**config.mk**
```make
export PLATFORM = sky130hd
export DESIGN_NAME = siso_shift_hold
export DESIGN_NICKNAME = d
export VERILOG_FILES = /design/src/rtl/siso_pkg.sv /design/src/rtl/siso_lane.sv /design/src/rtl/siso_shift_hold.sv
export SDC_FILE = /design/constraint.sdc
export NUM_CORES = 1
export LEC_CHECK = 0
export BUFFER_PORTS_ARGS = -buffer_cell sky130_fd_sc_hd__buf_2
export CORE_ASPECT_RATIO = 1.1
export CORE_MARGIN = 5
export CORE_UTILIZATION = 35
export DETAILED_ROUTE_END_ITERATION = 6
export PLACE_DENSITY = 0.54
export SETUP_SLACK_MARGIN = 0.4
export SYNTH_ARGS = -nofsm -noshare
export SYNTH_HDL_FRONTEND = slang
export SYNTH_SLANG_ARGS = --single-unit
```
**constraint.sdc**
```tcl
create_clock -name clk -period 2.9 [get_ports clk]
set_input_delay 0.145 -clock clk [delete_from_list [all_inputs] [get_ports clk]]
set_output_delay 0.145 -clock clk [all_outputs]
set_load 0.05 [all_outputs]
```
**src/rtl/siso_pkg.sv**
```systemverilog
// Shared definitions for the SISO shift-and-hold block: FSM state encoding.
package siso_pkg;

    localparam logic [1:0] ENC_IDLE  = 2'b00;
    localparam logic [1:0] ENC_SHIFT = 2'b01;
    localparam logic [1:0] ENC_HOLD  = 2'b10;

    typedef enum logic [1:0] {
        ST_IDLE  = ENC_IDLE,
        ST_SHIFT = ENC_SHIFT,
        ST_HOLD  = ENC_HOLD
    } state_t;

endpackage

```
**src/rtl/siso_lane.sv**
```systemverilog
// One serial lane: DEPTH-stage shift register, stage 0 takes the serial input.
module siso_lane #(
    parameter int DEPTH = 4
) (
    input  logic             i_clk,
    input  logic             i_clr,
    input  logic             i_shift,
    input  logic             i_sin,
    output logic [DEPTH-1:0] o_q
);

    logic [DEPTH-1:0] r_q;

    always_ff @(posedge i_clk) begin
        if (i_clr) begin
            r_q <= '0;
        end else if (i_shift) begin
            r_q <= {r_q[DEPTH-2:0], i_sin};
        end
    end

    assign o_q = r_q;

endmodule

```
**src/rtl/siso_shift_hold.sv**
```systemverilog
// Burst-controlled multi-lane SISO shifter that freezes its contents after each burst.
// Optional parallel stage view enabled by macro SISO_PAR_OUT_EN.
module siso_shift_hold
    import siso_pkg::*;
#(
    parameter int DEPTH = 4,
    parameter int LANES = 1,
    parameter int LEN_W = 4
) (
    input  logic             clk,
    input  logic             rst,
    input  logic             start,
    input  logic [LEN_W-1:0] len,
    input  logic             en,
    input  logic [LANES-1:0] din,
    output logic [LANES-1:0] dout,
    output logic             busy,
    output logic             done
`ifdef SISO_PAR_OUT_EN
    ,
    output logic [LANES*DEPTH-1:0] pout
`endif
);

    localparam logic [LEN_W-1:0] CNT_ONE = {{(LEN_W-1){1'b0}}, 1'b1};

    state_t           r_state;
    logic [LEN_W-1:0] r_cnt;
    logic             r_busy;
    logic             r_done;
    logic             w_shift;
    logic [DEPTH-1:0] w_q [LANES];

    // A start cycle only reloads the count; shifting resumes on the following cycle.
    assign w_shift = (r_state == ST_SHIFT) && en && !start && (r_cnt != '0);

    always_ff @(posedge clk) begin
        if (rst) begin
            r_state <= ST_IDLE;
            r_cnt   <= '0;
            r_busy  <= 1'b0;
            r_done  <= 1'b0;
        end else begin
            r_done <= 1'b0;
            if (start) begin
                r_cnt   <= len;
                r_state <= ST_SHIFT;
                r_busy  <= 1'b1;
            end else begin
                case (r_state)
                    ST_SHIFT: begin
                        if (r_cnt == '0) begin
                            r_state <= ST_HOLD;
                            r_busy  <= 1'b0;
                            r_done  <= 1'b1;
                        end else if (en) begin
                            r_cnt <= r_cnt - CNT_ONE;
                            if (r_cnt == CNT_ONE) begin
                                r_state <= ST_HOLD;
                                r_busy  <= 1'b0;
                                r_done  <= 1'b1;
                            end
                        end
                    end
                    default: begin
                    end
                endcase
            end
        end
    end

    genvar g;
    generate
        for (g = 0; g < LANES; g++) begin : g_lane
            siso_lane #(
                .DEPTH(DEPTH)
            ) u_lane (
                .i_clk  (clk),
                .i_clr  (rst),
                .i_shift(w_shift),
                .i_sin  (din[g]),
                .o_q    (w_q[g])
            );
        end
    endgenerate

    always_comb begin
        dout = '0;
        for (int l = 0; l < LANES; l++) begin
            dout[l] = w_q[l][DEPTH-1];
        end
    end

`ifdef SISO_PAR_OUT_EN
    always_comb begin
        pout = '0;
        for (int l = 0; l < LANES; l++) begin
            pout[l*DEPTH +: DEPTH] = w_q[l];
        end
    end
`endif

    assign busy = r_busy;
    assign done = r_done;

endmodule

```
==> results of run 1 <==
## layer usage
layer / vias to the layer above / routed length, um / track usage, %
met5: - / 0 / 0
met4: 0 / 14 / 6.73
met3: 2 / 54 / 4.15
met2: 7 / 447 / 15.0
met1: 191 / 463 / 12.4
li1: 235 / - / -
## Yosys cell counts
cell	count	share of area (%)
nand2b_1	6	6.8
nor2_1	4	2.7
nand3b_1	1	1.4
a211oi_1	1	1.4
o21a_1	1	1.4
a21oi_1	2	1.8
and2_1	1	1.1
nand3b_4	1	3.6
nor3_2	1	1.8
clkbuf_1	1	0.68
a311oi_1	1	1.6
mux2i_1	5	9.1
and2b_2	1	1.6
or4_1	1	1.4
nand4b_1	1	1.6
ha_1	2	4.5
o21ai_0	3	2.7
nor4_1	1	1.1
dfxtp_1	11	40
a311oi_2	1	2.7
inv_1	3	2.0
o41ai_1	1	1.6
or3_1	3	3.4
nor3b_1	2	2.7
o311ai_0	1	1.6
## power by group
part	total, uW	leakage (uW)	internal [uW]	switching [uW]
registers	164	0.0000900	157	6.75
logic	49.0	0.000161	21.7	27.3
clock network	103	0.0000150	53.2	49.8
## worst max path at each step
stage	end	slack (ns)	depth (start not counted)
5_1_grt	r_cnt[3]$_SDFFE_PP0P_	1.11	5
6_report	r_cnt[3]$_SDFFE_PP0P_	1.22	5
4_1_cts	r_cnt[3]$_SDFFE_PP0P_	1.21	5
2_1_floorplan	r_cnt[3]$_SDFFE_PP0P_	1.21	3
3_5_place_dp	r_cnt[3]$_SDFFE_PP0P_	1.23	5
3_3_place_gp	r_cnt[0]$_SDFFE_PP0P_	1.28	5
## worst reg2reg max path: cells and delay by family, from the launching register on
family / cells / cell delay [ns]
AO/OA/AOI/OAI: 1 / 0.26
adder cells (fa/ha/maj): 1 / 0.21
buffers and inverters: 1 / 0.06
flip-flops: 1 / 0.37
AND/OR/NAND/NOR: 2 / 0.69
## cell type report
cell class	instances	area, um2
timing repair buffer	11	55.1
inverter	3	11.3
sequential	11	220
tap	17	21.3
clock buffer	4	26.3
multi-input combinational	41	318
fill	158	887
## registers in the layout (all words and copies together), names as in the netlist
name,count
g_lane.u_lane.o_q,4
r_cnt,4
r_state,2
done,1
## metrics by stage
| step | hold slack (ns) | setup slack (ns) | instances | total power, uW |
|---|---|---|---|---|
| 2_1_floorplan | 0.301 | 1.21 | 56 | 202 |
| 3_3_place_gp | 0.414 | 1.28 | 83 | 218 |
| 3_5_place_dp | 0.413 | 1.23 | 83 | 217 |
| 4_1_cts | 0.121 | 1.21 | 87 | 325 |
| 5_1_grt | 0.134 | 1.11 | 87 | 341 |
| 6_report | 0.136 | 1.22 | 87 | 316 |
## placed cells by master, fill, tap and decap left out, types with 2 or more instances in the layout
cell type / instances
buf_2: 11
a21oi_1: 2
nor2_1: 4
nor3b_1: 2
dfxtp_1: 11
or3_1: 3
ha_1: 2
nand2b_1: 6
clkbuf_4: 3
o21ai_0: 3
inv_1: 3
mux2i_1: 5
## kinds of logic after synthesis
kind of cell / Yosys count / synth area share (%)
and+or+nand+nor: 23 / 29.2
AOI/OAI and AO/OA: 11 / 14.7
muxes: 5 / 9.05
adders and majority gates: 2 / 4.52
DFF: 11 / 39.8
buffers and inverters: 4 / 2.71
==> summary.md, run 1 <==
| Metric | Value |
|---|---|
| Cell chain of the critical path | `inv_1, ha_1, nor3b_1, or4_1, a311oi_2` |
| CP bufs+invs | `1` |
| Worst Setup End Kind | `flop` |
| Hold Path Depth | `3` |
| CTS tree | `done` |
| Power density cells | `485 mW/mm2` |
| Slew HR | `61.4%` |
| WHS Endpoint | `g_lane[0].u_lane.o_q[0]$_SDFFE_PP0P_` |
| Clk_lat worst skew | `0.26 ns` |
| Post-synthesis cell count | `56` |
| Post_cts resized | `0` |
| Fin area | `652 um2` |
| FMAX | `0.596 GHz` |
| Die Area | `0.00248 mm2` |
| Maximum net fanout on the critical path | `6` |
| Worst r2r dst | `r_cnt[3]$_SDFFE_PP0P_` |
| Lkg Pwr | `0.000266 uW` |
| R2R depth | `5` |
| CTS Buf Count | `3` |
| Final worst-path cycle share | `57.9%` |
| Worst VDD drop | `0.000248 V` |
| Post-CTS Setup Inserts | `0` |
| Hold_sp | `din` |
| Slew of the pin with the lowest slew margin | `0.578 ns` |
| DRT iter0 DRCs | `1` |
| GRT Util Overall | `10.4%` |
| Routed WL per cell | `11.3 um` |
| Clk pin slew, worst setup/hold paths | `0.07 ns` |
| CTS Root Cell | `clkbuf_4` |
| Vias | `435` |
| GRT Residual Overflow | `0` |
| CP max stage cell | `or4_1` |
| Antenna violations before repair | `0` |
| Area post-placement | `626 um2` |
| # setup viols final | `0` |
| Critical path class | `reg2reg` |
| Hold buffer count at cts | `0` |
| Routability Congestion | `0.686` |
| DRC | `0` |
| Final core occ | `42.4%` |
| Cell Area, Synth | `553 um2` |
| Register area share after synthesis | `39.8%` |
| Synthesized flop and latch total | `11` |
| Number of diodes | `0` |
| Top Ports | `12` |
| Launch point of the critical path | `r_cnt[0]$_SDFFE_PP0P_` |
| Layout area overhead | `17.9%` |
| Clock Sinks | `11` |
| Core area | `0.00154 mm2` |
| Slowest cell delay on critical path | `0.50 ns` |
| Final setup TNS | `0 ns` |
| Hold Crit Class | `in2reg` |
| IO Port Bufs | `11` |
| Vert. Die Dim | `51.7 um` |
| Worst Setup Start Kind | `flop` |
| Max Root-Sink Buffers | `2` |
| Post-detail-place hpwl | `746 um` |
| Final setup skew | `0.000315 ns` |
| Count of different cell masters after synthesis | `25` |
| Final wirelength | `979 um` |
| Status | `completed` |
| Period minus WS final | `1.68 ns` |
| Fin. Hold Viols | `0` |
| CP top delay family | `simple AND/OR/NAND/NOR gates` |
| Avg Cell Area, Syn | `9.88 um2` |
| Data required, critical path | `3.07 ns` |
| Max Cap Viol | `0` |
| Flop2flop setup slack | `1.22 ns` |
| RSZ-0062 raised after global routing | `false` |
| Drt pass-1 iters | `3` |
| Critical Path AT | `1.85 ns` |
| Nets@finish | `82` |
| Yosys warnings | `0` |
| Mapped Nets | `67` |
| Global-route wire length before repair | `1790 um` |
| H-tree levels | `1` |
| Vias in the first global route | `426` |
| Fin. max-slew vios | `0` |
| Post-route ant nets | `0` |
| Die X | `47.9 um` |
| Via-per-instance ratio | `5.00` |
| Largest net degree at the start of global routing | `14` |
| Initial core utilization | `35.9%` |
| R2R Path Start | `r_cnt[0]$_SDFFE_PP0P_` |
| Site Rows | `15` |
| Share of cells above drive strength 1 | `25.7%` |
Note: power is estimated with default switching activity, not from simulation.
==> inputs of run 2 (changes only) <==
==> constraint.sdc (replaced) <==
create_clock -name clk -period 1.6 [get_ports clk]
set_input_delay 0.08 -clock clk [delete_from_list [all_inputs] [get_ports clk]]
set_output_delay 0.08 -clock clk [all_outputs]
set_load 0.05 [all_outputs]
==> run 2 against run 1 <==
Against the previous run:
- sequential cell count unchanged
- die area unchanged
- largest cell class unchanged
- largest power group unchanged
- critical path depth down 2
- highest routed layer unchanged
==> summary.md, run 2 (synthesis results as in run 1) <==
| Metric | Value |
|---|---|
| Final setup skew | `0.00540 ns (+0.00508 ns)` |
| Most frequent cells in the layout | `buf_2 (11), dfxtp_1 (7), nand2b_1 (6)` |
| RSZ-0062 raised after global routing | `true` |
| Max Root-Sink Buffers | `2 (unchanged)` |
| Fin Hold WS | `0.0632 ns (-0.0723 ns)` |
| Worst r2r dst | `r_cnt[3]$_SDFFE_PP0P_` |
| Worst VDD drop | `0.000422 V (+70%)` |
| Clk pin slew, worst setup/hold paths | `0.07 ns (about the same)` |
| Core area | `0.00154 mm2 (unchanged)` |
| Clock share of power | `31.7% (-0.9 points)` |
| P_sw | `165 uW (+97%)` |
| Worst Setup Start Kind | `flop` |
| Via-per-instance ratio | `5.08 (+1.6%)` |
| Data required, critical path | `1.79 ns (-1.28 ns)` |
| Status | `completed` |
| Final core occ | `45.6% (+3.3 points)` |
| Critical path class | `reg2reg` |
| Die Area | `0.00248 mm2 (unchanged)` |
| Final setup TNS | `0 ns (unchanged)` |
| IO Port Bufs | `11 (unchanged)` |
| Combinational power share | `18.3% (+2.8 points)` |
| Vias | `452 (+3.9%)` |
| Slew HR | `77.3% (+16 points)` |
| H-tree levels | `1 (unchanged)` |
| Share of power burned in registers | `50.0% (-2.0 points)` |
| Post-detail-place hpwl | `760 um (+1.9%)` |
| R2R Path Start | `r_cnt[1]$_SDFFE_PP0P_` |
| Drt pass-1 iters | `3 (unchanged)` |
| Period minus WS final | `1.46 ns (-0.219 ns)` |
| Slew of the pin with the lowest slew margin | `0.337 ns (-0.241 ns)` |
| Power density cells | `860 mW/mm2 (+77%)` |
| Commonest non-fill, non-tap cell in the layout | `buf_2` |
| Top Ports | `12 (unchanged)` |
| Sw Share | `27.4% (+0.91 points)` |
| Final worst setup slack | `0.141 ns (-1.08 ns)` |
| FMAX | `0.685 GHz (+15%)` |
| Vert. Die Dim | `51.7 um (unchanged)` |
| Fin. Hold Viols | `0 (unchanged)` |
| Hold Path Depth | `3 (unchanged)` |
| Layout area overhead | `26.9%` |
| R2R depth | `3 (-2)` |
| GRT Util Overall | `9.61% (-0.81 points)` |
| Clk_lat worst skew | `0.27 ns (about the same)` |
| Site Rows | `15 (unchanged)` |
| Worst Setup End Kind | `flop` |
| Critical Path AT | `1.65 ns (-0.20 ns)` |
| Initial core utilization | `35.9% (unchanged)` |
| Final worst-path cycle share | `91.2% (+33 points)` |
| Internal power | `438 uW (+89%)` |
| Die X | `47.9 um (unchanged)` |
| Share of cells above drive strength 1 | `37.5% (+12 points)` |
| CTS tree | `done` |
| Maximum net fanout on the critical path | `3 (-3)` |
| Fin. max-slew vios | `0 (unchanged)` |
| Max Cap Viol | `0 (unchanged)` |
| Nets@finish | `84 (+2.4%)` |
| Post-route ant nets | `0 (unchanged)` |
| Lkg Pwr | `0.000286 uW (+7.4%)` |
| Global-route wire length before repair | `1600 um (-11%)` |
| Hold_sp | `din` |
| CTS Buf Count | `3 (unchanged)` |
| Clock Sinks | `11 (unchanged)` |
| Hold buffer count at cts | `0 (unchanged)` |
| Antenna violations before repair | `0 (unchanged)` |
| # setup viols final | `0 (unchanged)` |
| Hold Crit Class | `in2reg` |
| Number of diodes | `0 (unchanged)` |
| Largest net degree at the start of global routing | `14 (unchanged)` |
| WHS Endpoint | `g_lane[0].u_lane.o_q[0]$_SDFFE_PP0P_` |
| Routed WL per cell | `11.7 um (+3.9%)` |
| DRC | `0 (unchanged)` |
| GRT Residual Overflow | `0 (unchanged)` |
| Routability Congestion | `0.688 (+0.29%)` |
| Flop2flop setup slack | `0.14 ns (-1.08 ns)` |
| Final wirelength | `1040 um (+6.3%)` |
| Vias in the first global route | `382 (-10%)` |
| CTS Root Cell | `clkbuf_4` |
| Worst slack, placed | `0.141 ns (-1.09 ns)` |
| DRT iter0 DRCs | `1 (unchanged)` |
-- run 2: critical path: stages (launching register included) --
cell      delay [ns]
dfxtp_2         0.33
or3_1           0.37
or4_1           0.49
a311oi_2        0.20
-- run 2: layout make-up --
class	instances	area, um2
timing repair buffer	13	73.8
fill	154	837
clock buffer	4	26.3
inverter	3	11.3
tap	17	21.3
sequential	11	228
multi-input combinational	41	342
-- run 2: layer usage --
metal / GRT usage (%) / routed length, um
met2: 12.6 / 476
met1: 11.6 / 481
met3: 4.15 / 63
met4: 8.07 / 19
met5: 0 / 0
-- run 2: power groups by stage --
stage	clock network [uW]	logic (uW)	registers, uW
floorplan	0	63.3	313
global placement	0	97.8	308
detailed placement	0	97.7	307
CTS	202	109	302
global route	214	119	304
finish	191	111	302
-- run 2: how the worst max path moves through the flow --
| stage | startpoint | endpoint | slack, ns | cells after the start |
|---|---|---|---|---|
| global route | r_cnt[1]$_SDFFE_PP0P_ | r_cnt[3]$_SDFFE_PP0P_ | 0.11 | 3 |
| detailed placement | r_cnt[1]$_SDFFE_PP0P_ | r_cnt[3]$_SDFFE_PP0P_ | 0.14 | 5 |
| CTS | r_cnt[1]$_SDFFE_PP0P_ | r_cnt[3]$_SDFFE_PP0P_ | 0.14 | 3 |
| finish | r_cnt[1]$_SDFFE_PP0P_ | r_cnt[3]$_SDFFE_PP0P_ | 0.14 | 3 |
| global placement | r_cnt[0]$_SDFFE_PP0P_ | r_cnt[3]$_SDFFE_PP0P_ | 0.16 | 3 |
| floorplan | r_cnt[1]$_SDFFE_PP0P_ | r_cnt[3]$_SDFFE_PP0P_ | 0.19 | 3 |
-- run 2: timing repair --
item / 4_1_cts / 5_1_grt
setup endpoints to repair: 7 / 11
resized for setup: 2 / 1
pin swaps: 2 / 2
buffers inserted: 2 / 0
-- run 2: through the flow --
stage / area (um2) / total power [uW] / cells
after floorplan: 579 / 377 / 56
after global placement: 652 / 406 / 83
after detailed placement: 652 / 405 / 83
after CTS: 698 / 613 / 89
after global routing: 702 / 637 / 89
final: 702 / 603 / 89
